[src/rtl/uart_pkg.sv]
// ----------------------------------------------------------------------------
// uart_pkg
// Shared UART definitions used by the receive path (uart_rx_byte) and the
// upcoming transmit path (uart_tx_byte).
//   UART_CLKS_PER_BIT_115200 : clock cycles per bit for 115200 baud at 100 MHz
//   UART_DATA_BITS           : data bits per 8N1 frame
//   rx_state_t               : receiver FSM state encoding
// ----------------------------------------------------------------------------
package uart_pkg;

   localparam int UART_CLKS_PER_BIT_115200 = 868;
   localparam int UART_DATA_BITS           = 8;

   // WAIT_IDLE exists so that after reset or a framing error the receiver
   // never locks onto the middle of a frame: it must first see the line idle.
   typedef enum logic [2:0] {
      WAIT_IDLE,
      IDLE,
      START,
      DATA,
      STOP
   } rx_state_t;

endpackage

[src/rtl/uart_sync2.sv]
// ----------------------------------------------------------------------------
// uart_sync2
// Two flip-flop synchroniser for a single asynchronous input. The reset value
// is a parameter so an idle-high serial line can come out of reset reading 1.
// Ports:
//   clk     : system clock
//   reset   : synchronous, active-high reset
//   i_async : asynchronous input
//   o_sync  : synchronised copy of i_async, two clocks of latency
// ----------------------------------------------------------------------------
module uart_sync2 #(
   parameter logic RESET_VAL = 1'b1
) (
   input  logic clk,
   input  logic reset,
   input  logic i_async,
   output logic o_sync
);

   logic [1:0] r_sync;

   // The first stage may go metastable; only the second stage is used
   // downstream, giving it a full clock period to settle.
   always_ff @(posedge clk) begin
      if (reset) begin
         r_sync <= {2{RESET_VAL}};
      end else begin
         r_sync <= {r_sync[0], i_async};
      end
   end

   assign o_sync = r_sync[1];

endmodule

[src/rtl/uart_rx_byte.sv]
// ----------------------------------------------------------------------------
// uart_rx_byte
// 8N1 UART receiver: deserialises the RXD line (LSB first, mid-bit sampling
// from a clock-count timer) and presents each byte on a valid/ready master
// port feeding the PITCH message parser.
// Ports:
//   clk           : system clock, all logic on rising edge
//   reset         : synchronous, active-high reset
//   uart_rxd      : asynchronous serial line, idle high
//   m_axis_tdata  : received byte, bit 0 = first data bit on the line
//   m_axis_tvalid : byte available, held until accepted
//   m_axis_tready : downstream accepts when tvalid & tready
//   frame_err     : one-cycle pulse, stop bit sampled low (byte discarded)
//   overrun       : one-cycle pulse, new byte dropped because output was full
// CLKS_PER_BIT must be at least 4 so the half-bit start check is meaningful.
// ----------------------------------------------------------------------------
module uart_rx_byte
   import uart_pkg::*;
#(
   parameter int CLKS_PER_BIT = UART_CLKS_PER_BIT_115200,
   parameter int DATA_BITS    = UART_DATA_BITS
) (
   input  logic                 clk,
   input  logic                 reset,
   input  logic                 uart_rxd,
   output logic [DATA_BITS-1:0] m_axis_tdata,
   output logic                 m_axis_tvalid,
   input  logic                 m_axis_tready,
   output logic                 frame_err,
   output logic                 overrun
);

   localparam int CW = $clog2(CLKS_PER_BIT);
   localparam int BW = $clog2(DATA_BITS + 1);

   localparam logic [CW-1:0] HALF_BIT_END = CW'(CLKS_PER_BIT / 2 - 1);
   localparam logic [CW-1:0] BIT_END      = CW'(CLKS_PER_BIT - 1);
   localparam logic [BW-1:0] LAST_BIT     = BW'(DATA_BITS - 1);

   rx_state_t            r_state;
   logic [CW-1:0]        r_clkCnt;
   logic [BW-1:0]        r_bitCnt;
   logic [DATA_BITS-1:0] r_shift;

   logic w_rxd;
   logic w_shiftEn;
   logic w_stopSample;
   logic w_stopGood;
   logic w_stopBad;

   uart_sync2 #(
      .RESET_VAL (1'b1)
   ) u_sync (
      .clk     (clk),
      .reset   (reset),
      .i_async (uart_rxd),
      .o_sync  (w_rxd)
   );

   assign w_shiftEn    = (r_state == DATA) && (r_clkCnt == BIT_END);
   assign w_stopSample = (r_state == STOP) && (r_clkCnt == BIT_END);
   assign w_stopGood   = w_stopSample &&  w_rxd;
   assign w_stopBad    = w_stopSample && !w_rxd;

   // Frame sequencing and bit timing. START waits half a bit so that every
   // later sample lands mid-bit after one full bit time. STOP returns to IDLE
   // at mid-stop so a start bit that follows immediately is still caught.
   // Counters are cleared at each terminal count, so they never wrap.
   always_ff @(posedge clk) begin
      if (reset) begin
         r_state  <= WAIT_IDLE;
         r_clkCnt <= '0;
         r_bitCnt <= '0;
      end else begin
         case (r_state)
            WAIT_IDLE: begin
               if (w_rxd) begin
                  r_state <= IDLE;
               end
            end
            IDLE: begin
               if (!w_rxd) begin
                  r_state  <= START;
                  r_clkCnt <= '0;
               end
            end
            START: begin
               if (r_clkCnt == HALF_BIT_END) begin
                  r_clkCnt <= '0;
                  if (!w_rxd) begin
                     r_state  <= DATA;
                     r_bitCnt <= '0;
                  end else begin
                     r_state <= IDLE;
                  end
               end else begin
                  r_clkCnt <= r_clkCnt + 1'b1;
               end
            end
            DATA: begin
               if (r_clkCnt == BIT_END) begin
                  r_clkCnt <= '0;
                  r_bitCnt <= r_bitCnt + 1'b1;
                  if (r_bitCnt == LAST_BIT) begin
                     r_state <= STOP;
                  end
               end else begin
                  r_clkCnt <= r_clkCnt + 1'b1;
               end
            end
            STOP: begin
               if (r_clkCnt == BIT_END) begin
                  r_clkCnt <= '0;
                  r_state  <= w_rxd ? IDLE : WAIT_IDLE;
               end else begin
                  r_clkCnt <= r_clkCnt + 1'b1;
               end
            end
            default: begin
               r_state <= WAIT_IDLE;
            end
         endcase
      end
   end

   // Data bits arrive LSB first, so each sample enters at the MSB and the
   // register shifts right; after the last bit the first one sits in bit 0.
   always_ff @(posedge clk) begin
      if (reset) begin
         r_shift <= '0;
      end else if (w_shiftEn) begin
         r_shift <= {w_rxd, r_shift[DATA_BITS-1:1]};
      end
   end

   // Output holding register and status pulses. A byte is loaded when the
   // register is empty or is being emptied in this same cycle; otherwise the
   // new byte is dropped and the held one stays untouched. A good stop and a
   // bad stop are mutually exclusive, so frame_err and overrun never coincide.
   always_ff @(posedge clk) begin
      if (reset) begin
         m_axis_tdata  <= '0;
         m_axis_tvalid <= 1'b0;
         frame_err     <= 1'b0;
         overrun       <= 1'b0;
      end else begin
         frame_err <= w_stopBad;
         overrun   <= 1'b0;
         if (m_axis_tvalid && m_axis_tready) begin
            m_axis_tvalid <= 1'b0;
         end
         if (w_stopGood) begin
            if (!m_axis_tvalid || m_axis_tready) begin
               m_axis_tdata  <= r_shift;
               m_axis_tvalid <= 1'b1;
            end else begin
               overrun <= 1'b1;
            end
         end
      end
   end

endmodule

[config.mk]
export PLATFORM = sky130hd
export DESIGN_NAME = uart_rx_byte
export DESIGN_NICKNAME = d
export VERILOG_FILES = /design/src/rtl/uart_pkg.sv /design/src/rtl/uart_sync2.sv /design/src/rtl/uart_rx_byte.sv
export SDC_FILE = /design/constraint.sdc
export NUM_CORES = 1
export LEC_CHECK = 0
export CORE_MARGIN = 3
export CORE_UTILIZATION = 57
export DETAILED_ROUTE_END_ITERATION = 10
export GPL_ROUTABILITY_DRIVEN = 0
export MAX_ROUTING_LAYER = met4
export PLACE_DENSITY_LB_ADDON = 0.12
export SLEW_MARGIN = 20
export SYNTH_ARGS = -nofsm -noshare
export SYNTH_HDL_FRONTEND = slang
export SYNTH_SLANG_ARGS = --single-unit
[constraint.sdc]
create_clock -name clk -period 2.4 [get_ports clk]
set_input_delay 0.48 -clock clk [delete_from_list [all_inputs] [get_ports clk]]
set_output_delay 0.48 -clock clk [all_outputs]
set_load 0.01 [all_outputs]
==> impl_metrics.py <==
metrics = {
    "final_layout": {
        "area_delta_synth_final_pct": 11.0,
        "nets": 215,
        "final_cells": 252,
        "drive_above_1_share_pct": 12.0,
        "final_core_util_pct": 67.0,
        "antenna_cells": 0,
    },
    "timing": {
        "fin_crit_ns": 1.92,
        "slew_headroom_pct": 69.6,
        "clock.fmax_mhz": 520,
        "finalHoldViolCount": 0,
        "min_period_over_period_pct": 80.1,
        "final.setup_skew_ns": 0.00866,
        "fin_setup_tns_ns": 0,
        "setup_violations": 0,
        "maxSlewViolCount": 0,
        "tightest_slew_ns": 0.455,
        "rsz0062_at_grt": "no",
    },
    "die": {
        "coreArea_mm2": 0.00308,
        "std_cell_rows": 20,
        "start_util_pct": 60.4,
        "fp.dieH_um": 63.1,
        "pin_count": 15,
        "fp.dieArea_mm2": 0.00398,
        "die_x_um": 63.1,
    },
    "worst_hold_path": {
        "hold_class": "reg -> reg",
    },
    "cts": {
        "clkSinkCount": 38,
        "cts.repair.resized": 0,
        "postCtsSetupRepairBufs": 0,
        "cts_tree": "yes",
        "cts_buffers": 5,
        "root_buffer": "clkbuf_4",
        "hold_buffers": 0,
        "clk_latency_ns": 0.35,
        "ctsLongestPathBuffers": 2,
        "clk_pin_slew_ns": 0.12,
        "h-tree-depth": 2,
    },
    "routing": {
        "routed_via_density": 5.89,
        "wl_per_cell_um": 14.7,
        "drtAntennaViolNets": 0,
        "num_vias": 1485,
        "drt_pass1_iterations": 4,
        "drt-initial-drc-count": 103,
        "finalWirelength_um": 3700,
        "drc": 0,
    },
    "global_routing": {
        "grt_pass1_wl_um": 6350,
        "grt_max_degree": 24,
        "first_global_vias": 1397,
        "antenna_found_initial": 0,
        "track_usage_pct": 20.8,
        "grt-ovfl-total": 0,
    },
    "power": {
        "p_leak_nw": 0.669,
        "p_per_area_mw_per_mm2": 671,
        "peakVddDrop_v": 0.000391,
    },
    "worst_setup_path": {
        "cp_slowest_cell": "dfxtp_1",
        "worst_ep_arrival_time_ns": 2.17,
        "r2r_slack_ns": 0.48,
        "path_cells": "nor2b_1 -> nand2b_1 -> o2bb2ai_2 -> nor2_2 -> mux2_1",
        "critPathLaunchType": "flop",
        "setup.worst_path.end_class": "flop",
        "crit_path_max_incr_delay_ns": 0.57,
        "required_ns": 2.65,
        "crit_fanout": 12,
        "criticalPathCategory": "reg -> reg",
    },
    "synthesis": {
        "yosysUniqueCellTypes": 51,
        "ys_ff_latch": 38,
        "synth-edff-count": 0,
        "synth_fp_nets": 203,
        "netlist_area_mm2": 0.00186,
        "syn_area_per_cell_um2": 9.48,
        "synth_ff_type": "dfxtp_1",
        "ys_warn_count": 0,
        "synth_area_leaders": "dfxtp_1, mux2i_1, nor2_1, nor4_1, nand3_1",
        "synth.top_cell.area_share_pct": 40.9,
        "seq_area_frac_synth_pct": 40.9,
        "synth_cells": 196,
        "synth.largest_area_cell": "dfxtp_1",
        "synth-async-reset-ratio_pct": 0,
    },
    "placement": {
        "dp_cells": 245,
        "place_hpwl_um": 2640,
        "portBuffers": 14,
    },
    "status": {
        "status": "completed",
    },
    "run": {
        "cap_violations": 0,
    },
}
-- worst max-delay path, delay by kind of cell (launching register included) --
kind               cells  cell delay [ns]
AOI/OAI and AO/OA      1             0.35
and+or+nand+nor        3             0.58
DFF                    1             0.57
muxes                  1             0.33
-- worst paths after layout --
check | from | to | cells past startpoint
worst max register to register | r_state[1] | r_state[1] | 5
worst min-delay path | u_sync.r_sync[0] | u_sync.r_sync[1] | 1
worst min register to register | u_sync.r_sync[0] | u_sync.r_sync[1] | 1
worst max-delay path | r_state[1] | r_state[1] | 5
-- area by class of cell --
class | count | area, um2
clock buffers | 5 | 37.5
clock inverters | 2 | 15.0
fillers | 269 | 1020
inverters | 3 | 11.3
multi-input cells | 142 | 1010
flip-flops and latches | 38 | 761
well taps | 44 | 55.1
repair buffers | 18 | 170
-- flip-flops by register name (all words and copies together) (netlist names) --
name           count
frame_err          1
m_axis_tdata       8
m_axis_tvalid      1
overrun            1
r_bitCnt           4
r_clkCnt          10
r_shift            8
r_state            3
u_sync.r_sync      2
-- metal layers --
metal | wire, um | track usage (%) | share of wire (%)
met4 | 85 | 8.26 | 2.3
met5 | 0 | - | 0
met3 | 130 | 5.88 | 3.5
met1 | 1680 | 23.9 | 45
met2 | 1800 | 34.1 | 49
-- cells in the final DEF (no fill, tap or decap), drive strengths merged, types with 3 or more instances in the layout --
master	netlist	routed
dfxtp	38	38
nor2	29	29
mux2i	21	21
clkdlybuf4s50	0	14
nand3	8	8
nor4	8	8
nor3	8	8
nand2	6	6
nor2b	5	5
clkbuf	6	5
nor3b	5	5
nand3b	4	4
a21oi	4	4
xnor2	4	4
buf	7	4
nand4	4	4
o21ai	4	4
inv	3	3
nand2b	3	3
ha	3	3
-- kinds of logic (layout without fill, tap and decap cells) --
kind of cell,Yosys count,in the layout,synth area share [%]
mux,22,22,11.9
fa+ha+maj,3,3,2.02
buf+inv,16,28,4.58
xor+xnor,4,4,1.89
flops,38,38,40.9
simple gates,91,91,29.9
compound gates,22,22,8.75
-- synth_stat cells (all sizes together) (5+ instances only) --
cell / instances
clkbuf: 6
nor2b: 5
buf: 7
mux2i: 21
nand3: 8
nor2: 29
nor3: 8
dfxtp: 38
nand2: 6
nor3b: 5
nor4: 8
-- power breakdown --
part / total, W / switching [W] / internal (W)
Sequential: 0.000709 / 0.0000558 / 0.000653
Clock: 0.000322 / 0.000214 / 0.000108
Combinational: 0.000353 / 0.000210 / 0.000143
Total: 0.00138 / 0.000481 / 0.000904
-- through the flow --
| stage | area, um2 | hold WS [ns] | power [W] | setup slack, ns |
|---|---|---|---|---|
| after floorplan | 1860 | 0.389 | 0.000996 | 0.637 |
| after global placement | 2010 | 0.396 | 0.00106 | 0.590 |
| after detailed placement | 2010 | 0.407 | 0.00107 | 0.507 |
| after CTS | 2060 | 0.439 | 0.00139 | 0.489 |
| after global routing | 2060 | 0.447 | 0.00146 | 0.234 |
| final | 2060 | 0.432 | 0.00138 | 0.477 |
Power figures use the tool's default switching activity.
